## src/rtl/seg_scan_if.sv

```systemverilog
// Seven-segment scan bus between a display driver (master) and the scan receiver (slave).
// Revision: 1.0
`default_nettype none

interface seg_scan_if;
  logic [2:0]  seg_an;
  logic [3:0]  seg_data;
  logic        clr;
  logic [31:0] digits;
  logic [7:0]  digit_valid;
  logic [31:0] frame;
  logic        frame_valid;
  logic        frame_changed;

  modport master (
    output seg_an, seg_data, clr,
    input  digits, digit_valid, frame, frame_valid, frame_changed
  );

  modport slave (
    input  seg_an, seg_data, clr,
    output digits, digit_valid, frame, frame_valid, frame_changed
  );
endinterface

`default_nettype wire

```

## src/rtl/seg_scan_rx.sv

```systemverilog
// seg_scan_rx: debounces the scanned digit index/nibble and rebuilds the 8-digit display word.
// Revision: 1.0
`default_nettype none

module seg_scan_rx #(
  parameter int STABLE_CYCLES = 4
) (
  input  logic        clk,
  input  logic        rst,
  seg_scan_if.slave   bus
);

  localparam logic [7:0] c_STABLE = 8'(STABLE_CYCLES);

  logic [6:0]  r_s;
  logic [7:0]  r_cnt;
  logic [31:0] r_digits;
  logic [7:0]  r_digit_valid;
  logic [31:0] r_frame;
  logic        r_frame_valid;
  logic        r_frame_changed;
  logic        r_first;

  logic [6:0]  w_raw;
  logic        w_match;
  logic [7:0]  w_cnt_next;
  logic        w_commit;
  logic [31:0] w_digits_upd;
  logic [7:0]  w_valid_upd;
  logic        w_complete;

  always_comb begin
    w_raw        = {bus.seg_an, bus.seg_data};
    w_match      = (w_raw == r_s);
    w_cnt_next   = 8'd0;
    if (w_match)
      w_cnt_next = (r_cnt >= c_STABLE) ? c_STABLE : r_cnt + 8'd1;
    // Commit exactly once per stable period: only on the step into saturation.
    w_commit     = w_match && (r_cnt == c_STABLE - 8'd1);
    w_digits_upd = r_digits;
    w_digits_upd[4*bus.seg_an +: 4] = bus.seg_data;
    w_valid_upd  = r_digit_valid | (8'd1 << bus.seg_an);
    w_complete   = w_commit && (&w_valid_upd);
  end

  always_ff @(posedge clk or negedge rst) begin
    if (!rst) begin
      r_s             <= 7'h00;
      r_cnt           <= 8'd0;
      r_digits        <= 32'd0;
      r_digit_valid   <= 8'd0;
      r_frame         <= 32'd0;
      r_frame_valid   <= 1'b0;
      r_frame_changed <= 1'b0;
      r_first         <= 1'b1;
    end else if (bus.clr) begin
      r_s             <= 7'h00;
      r_cnt           <= 8'd0;
      r_digits        <= 32'd0;
      r_digit_valid   <= 8'd0;
      r_frame         <= 32'd0;
      r_frame_valid   <= 1'b0;
      r_frame_changed <= 1'b0;
      r_first         <= 1'b1;
    end else begin
      r_s             <= w_raw;
      r_cnt           <= w_cnt_next;
      r_frame_valid   <= w_complete;
      r_frame_changed <= w_complete && (r_first || (w_digits_upd != r_frame));
      if (w_commit) begin
        r_digits      <= w_digits_upd;
        r_digit_valid <= w_complete ? 8'd0 : w_valid_upd;
      end
      if (w_complete) begin
        r_frame <= w_digits_upd;
        r_first <= 1'b0;
      end
    end
  end

  assign bus.digits        = r_digits;
  assign bus.digit_valid   = r_digit_valid;
  assign bus.frame         = r_frame;
  assign bus.frame_valid   = r_frame_valid;
  assign bus.frame_changed = r_frame_changed;

endmodule

`default_nettype wire

```

## src/flat_wrapper.sv

```systemverilog
// flat-port wrapper written by rule: the top's interface ports become plain ports
module seg_scan_rx_flat 
#(
  parameter int STABLE_CYCLES = 4
)
  (clk, rst, bus_seg_an, bus_seg_data, bus_clr, bus_digits, bus_digit_valid, bus_frame, bus_frame_valid, bus_frame_changed);
  seg_scan_if bus_i ();
  input  logic clk;
  input  logic rst;
  input wire logic [$bits(bus_i.seg_an)-1:0] bus_seg_an;
  input wire logic [$bits(bus_i.seg_data)-1:0] bus_seg_data;
  input wire logic [$bits(bus_i.clr)-1:0] bus_clr;
  output wire logic [$bits(bus_i.digits)-1:0] bus_digits;
  output wire logic [$bits(bus_i.digit_valid)-1:0] bus_digit_valid;
  output wire logic [$bits(bus_i.frame)-1:0] bus_frame;
  output wire logic [$bits(bus_i.frame_valid)-1:0] bus_frame_valid;
  output wire logic [$bits(bus_i.frame_changed)-1:0] bus_frame_changed;
  assign bus_i.seg_an = bus_seg_an;
  assign bus_i.seg_data = bus_seg_data;
  assign bus_i.clr = bus_clr;
  assign bus_digits = bus_i.digits;
  assign bus_digit_valid = bus_i.digit_valid;
  assign bus_frame = bus_i.frame;
  assign bus_frame_valid = bus_i.frame_valid;
  assign bus_frame_changed = bus_i.frame_changed;
  seg_scan_rx #(.STABLE_CYCLES(STABLE_CYCLES)) u_core (.clk(clk), .rst(rst), .bus(bus_i));
endmodule
```

## config.mk

```make
export PLATFORM = sky130hd
export DESIGN_NAME = seg_scan_rx_flat
export DESIGN_NICKNAME = d
export VERILOG_FILES = /design/src/rtl/seg_scan_if.sv /design/src/rtl/seg_scan_rx.sv /design/src/flat_wrapper.sv
export SDC_FILE = /design/constraint.sdc
export NUM_CORES = 1
export LEC_CHECK = 0
export CAP_MARGIN = 10
export CORE_UTILIZATION = 48
export DETAILED_ROUTE_END_ITERATION = 10
export HOLD_SLACK_MARGIN = 0.06
export PLACE_DENSITY_LB_ADDON = 0.15
export SLEW_MARGIN = 20
export SYNTH_ARGS = -nofsm -noshare
export SYNTH_HDL_FRONTEND = slang
export SYNTH_SLANG_ARGS = --single-unit
```

## constraint.sdc

```tcl
create_clock -name clk -period 3.4 [get_ports clk]
set_input_delay 1.02 -clock clk [delete_from_list [all_inputs] [get_ports clk]]
set_output_delay 1.02 -clock clk [all_outputs]
set_load 0.1 [all_outputs]
```

==> reports/qor.yml <==
clock_tree:
  insertion_delay_ns: 0.36
  cts-root-buf: "clkbuf_8"
  cts_made_buffers: 9
  hold_buffers: 0
  cts_tree: "done"
  clock_path_buffers: 2
  clkTransAtPathRegs_ns: 0.10
  ctsHtreeMaxLevel: 3
  cts_sinks: 90
route:
  via_per_inst: 5.63
  antenna_left: 0
  drt_iter0_markers: 214
  route.detailed.drc: 10
  drt_pass1_iterations: 8
  via_count: 3963
  wire_per_inst_um: 18.3
  wl_mm: 12.9
sta:
  period_minus_slack_ns: 3.35
  tightest_slew_ns: 0.582
  relSlewSlack_pct: 61.2
  post-route-period-util_pct: 98.7
  grt_setup_unrepaired: "yes"
  setup_viol: 0
  fmax_mhz: 298
  maxSlewViolCount: 0
  final_hold_viol_count: 0
  skew_ns: 0.0113
floorplanning:
  start_util_pct: 49.9
  num_rows: 34
  die_area_sq_um: 9540
  die_w_um: 97.7
  pin_count: 84
  die_h_um: 97.7
  core_area_sq_um: 8810
worst_setup_path:
  crit_arrival_ns: 3.61
  crit_fanout: 7
  crit_path_start_kind: "input port"
  critPathKind: "in2reg"
  r2r-end: "u_core.bus.frame[16]"
  ff2ff_path_depth: 8
  reg2reg_from: "u_core.r_s[5]"
  endpoint_kind: "register"
  cp_data_required_time_ns: 3.65
  r2r_setup_slack_ns: 1.00
logic_synthesis:
  synth_xor_area_share_pct: 7.77
  dominantRegCellSynth: "dfrtp_1"
  synth_async_sr_flop_share_pct: 100
  synth_edf_count: 0
  synth_top_family_by_area: "compound AO/OA/AOI/OAI gates"
  yosys_warnings: 0
  yosys.area_share.simple_pct: 15.3
  netlist-cell-type-count: 49
  synthTopCellsByArea: "dfrtp_1, nor2_1, xor2_1"
  yosysTopAreaCell: "dfrtp_1"
  ys_seq_area_share_pct: 51.3
  ys_seq_elements: 90
  synth_top_area_share_pct: 50.7
  synthAdderAreaFrac_pct: 2.56
  avgSynthCellArea_sq_um: 10.2
  synth_compound_area_share_pct: 15.9
  synthCells: 430
  syn_area_sq_um: 4390
  synthMuxAreaShare_pct: 4.10
global_route:
  grt_start_max_net_pins: 49
  grt_remaining_overflow: 0
  grt_first_pass_wirelength_mm: 21.0
  track_usage_pct: 28.5
  antenna_found_initial: 0
  grt_pass1_vias: 4062
worst_hold_path:
  hp-class: "reg2reg"
  hold_start: "u_core.r_first"
  whs_endpoint: "u_core.r_first"
  hold_depth: 2
placed_design:
  portBuffers: 83
  post-dp-hpwl_mm: 9.19
  dpl-instance-area_sq_um: 5880
  gp_congestion: 0.895
job:
  maxCapViolations: 0
cells_and_area:
  final_nets: 610
  drive_above_1_share_pct: 34.7
  final_util_pct: 69.8
  antenna_cells: 0
  fin_area_sq_um: 6150
  area_delta_synth_final_pct: 39.9
outcome:
  violations: "DRC"
  outcome: "finished, violations left"
pwr:
  total_power_mw: 2.13
  p_per_area_nw_per_um2: 346
  vdd_drop_max_mv: 0.216
  p_leak_nw: 2.90
==> cell usage after synthesis (4+ instances only) <==
| library cell | n |
|---|---|
| mux2i_1 | 18 |
| ha_1 | 9 |
| dfrtp_1 | 89 |
| nand3b_1 | 4 |
| xor2_1 | 22 |
| nor2_1 | 58 |
| inv_1 | 5 |
| a21oi_1 | 13 |
| o21ai_0 | 21 |
| clkbuf_1 | 23 |
| xnor2_1 | 17 |
| nand3_1 | 4 |
| nor4_1 | 5 |
| a211oi_1 | 22 |
| nor3_1 | 8 |
| a22o_1 | 16 |
| nand4_1 | 5 |
| nor2b_1 | 4 |
| a32oi_1 | 9 |
| nand2_1 | 30 |
| a22oi_1 | 6 |
| and2_1 | 6 |
==> metal layers <==
metal | up-vias | track usage (%) | wire length, um
met3 | 22 | 5.25 | 677
li1 | 1838 | - | -
met1 | 1975 | 37.6 | 5700
met5 | - | 0 | 0
met2 | 128 | 48.3 | 6290
met4 | 0 | 7.58 | 238
==> cell usage in the layout, fill, tap and decap left out, drive strengths merged, types with 2 or more instances in the layout <==
master         synthesis  final
xnor2                 17     17
clkdlybuf4s50          0      4
nor2b                  4      4
clkinvlp               0      2
conb                   1      5
a32o                   2      2
or4                    2      2
nand4                  5      5
clkinv                 1      4
nor2                  58     58
o21ai                 21     21
and3b                  2      2
and2b                  2      2
a211oi                22     22
a31oi                  2      2
a21oi                 14     14
mux2i                 18     18
ha                     9      9
or3                    2      2
a22oi                  6      6
dfrtp                 89     89
a22o                  16     16
clkbuf                23     10
nand2                 30     30
nand2b                 2      2
nor3                   8      8
xor2                  22     22
buf                    4    168
inv                    5      4
nor4                   5      5
nand3b                 4      4
or2                    2      2
bufinv                 0      2
nor3b                  2      2
a32oi                  9      9
and2                   6      6
nand3                  4      4
==> power by group <==
group | internal [mW] | total (mW) | switching (mW)
logic | 0.0883 | 0.208 | 0.120
registers | 1.08 | 1.08 | 0.00270
clock network | 0.436 | 0.842 | 0.406
==> kinds of logic (layout without fill, tap and decap cells) <==
| logic type | Yosys count | after routing |
|---|---|---|
| buffers and inverters | 33 | 195 |
| XOR/XNOR | 39 | 39 |
| adder cells (fa/ha/maj) | 9 | 9 |
| multiplexers | 18 | 18 |
| flip-flops | 90 | 90 |
| AND/OR/NAND/NOR | 141 | 141 |
| AO/OA/AOI/OAI | 99 | 99 |
| other | 1 | 5 |
==> worst max-delay path by stage <==
stage               cells past startpoint     startpoint  slack (ns)                  endpoint
finish                                 12  bus_seg_an[2]        0.05  u_core.bus.frame_changed
global route                           12  bus_seg_an[2]       -0.06  u_core.bus.frame_changed
CTS                                    11  bus_seg_an[0]       0.007  u_core.bus.frame_changed
detailed placement                     11  bus_seg_an[1]       -0.81  u_core.bus.frame_changed
global placement                       11  bus_seg_an[1]       -0.80  u_core.bus.frame_changed
floorplan                              11  bus_seg_an[1]       -0.17  u_core.bus.frame_changed
==> registers in the layout, indices dropped and copies added, names as in the netlist <==
signal,flops
u_core.bus.digits,32
u_core.bus.frame,32
u_core.bus.digit_valid,8
u_core.r_cnt,8
u_core.r_s,7
u_core.bus.frame_changed,1
u_core.bus.frame_valid,1
u_core.r_first,1
==> area by class of cell <==
| cell class | instances | area, sq um |
|---|---|---|
| fill | 675 | 2660 |
| sequential | 90 | 2250 |
| multi-input combinational | 311 | 2130 |
| timing repair buffer | 173 | 1380 |
| clock buffer | 10 | 138 |
| tap | 108 | 135 |
| clock inverter | 6 | 90.1 |
| inverter | 6 | 27.5 |
==> per-stage QoR <==
step                      TNS [ns]  cells  setup slack (ns)  hold WS (ns)
after floorplan             -0.165    434            -0.165         0.440
after global placement       -8.53    686            -0.803         0.461
after detailed placement    -10.01    686            -0.813         0.466
after CTS                        0    704           0.00679         0.481
after global routing       -0.0552    704           -0.0552         0.503
final                            0    704            0.0452         0.479
==> what timing repair did <==
action,CTS,global route
setup endpoints to repair,1,1
resized for setup,12,6
buffers inserted,2,0
pin swaps,2,0
==> worst max-delay path, cell delays in order <==
cell and delay [ns]:
dlygate4sd2_1 0.25, clkinv_2 0.13, ha_4 0.31, buf_4 0.13, and2_4 0.17, nand2_1 0.11, buf_4 0.16, a32oi_1 0.24
xor2_1 0.26, nand4_1 0.12, or4_1 0.47, o31a_1 0.24
Power figures use the tool's default switching activity.
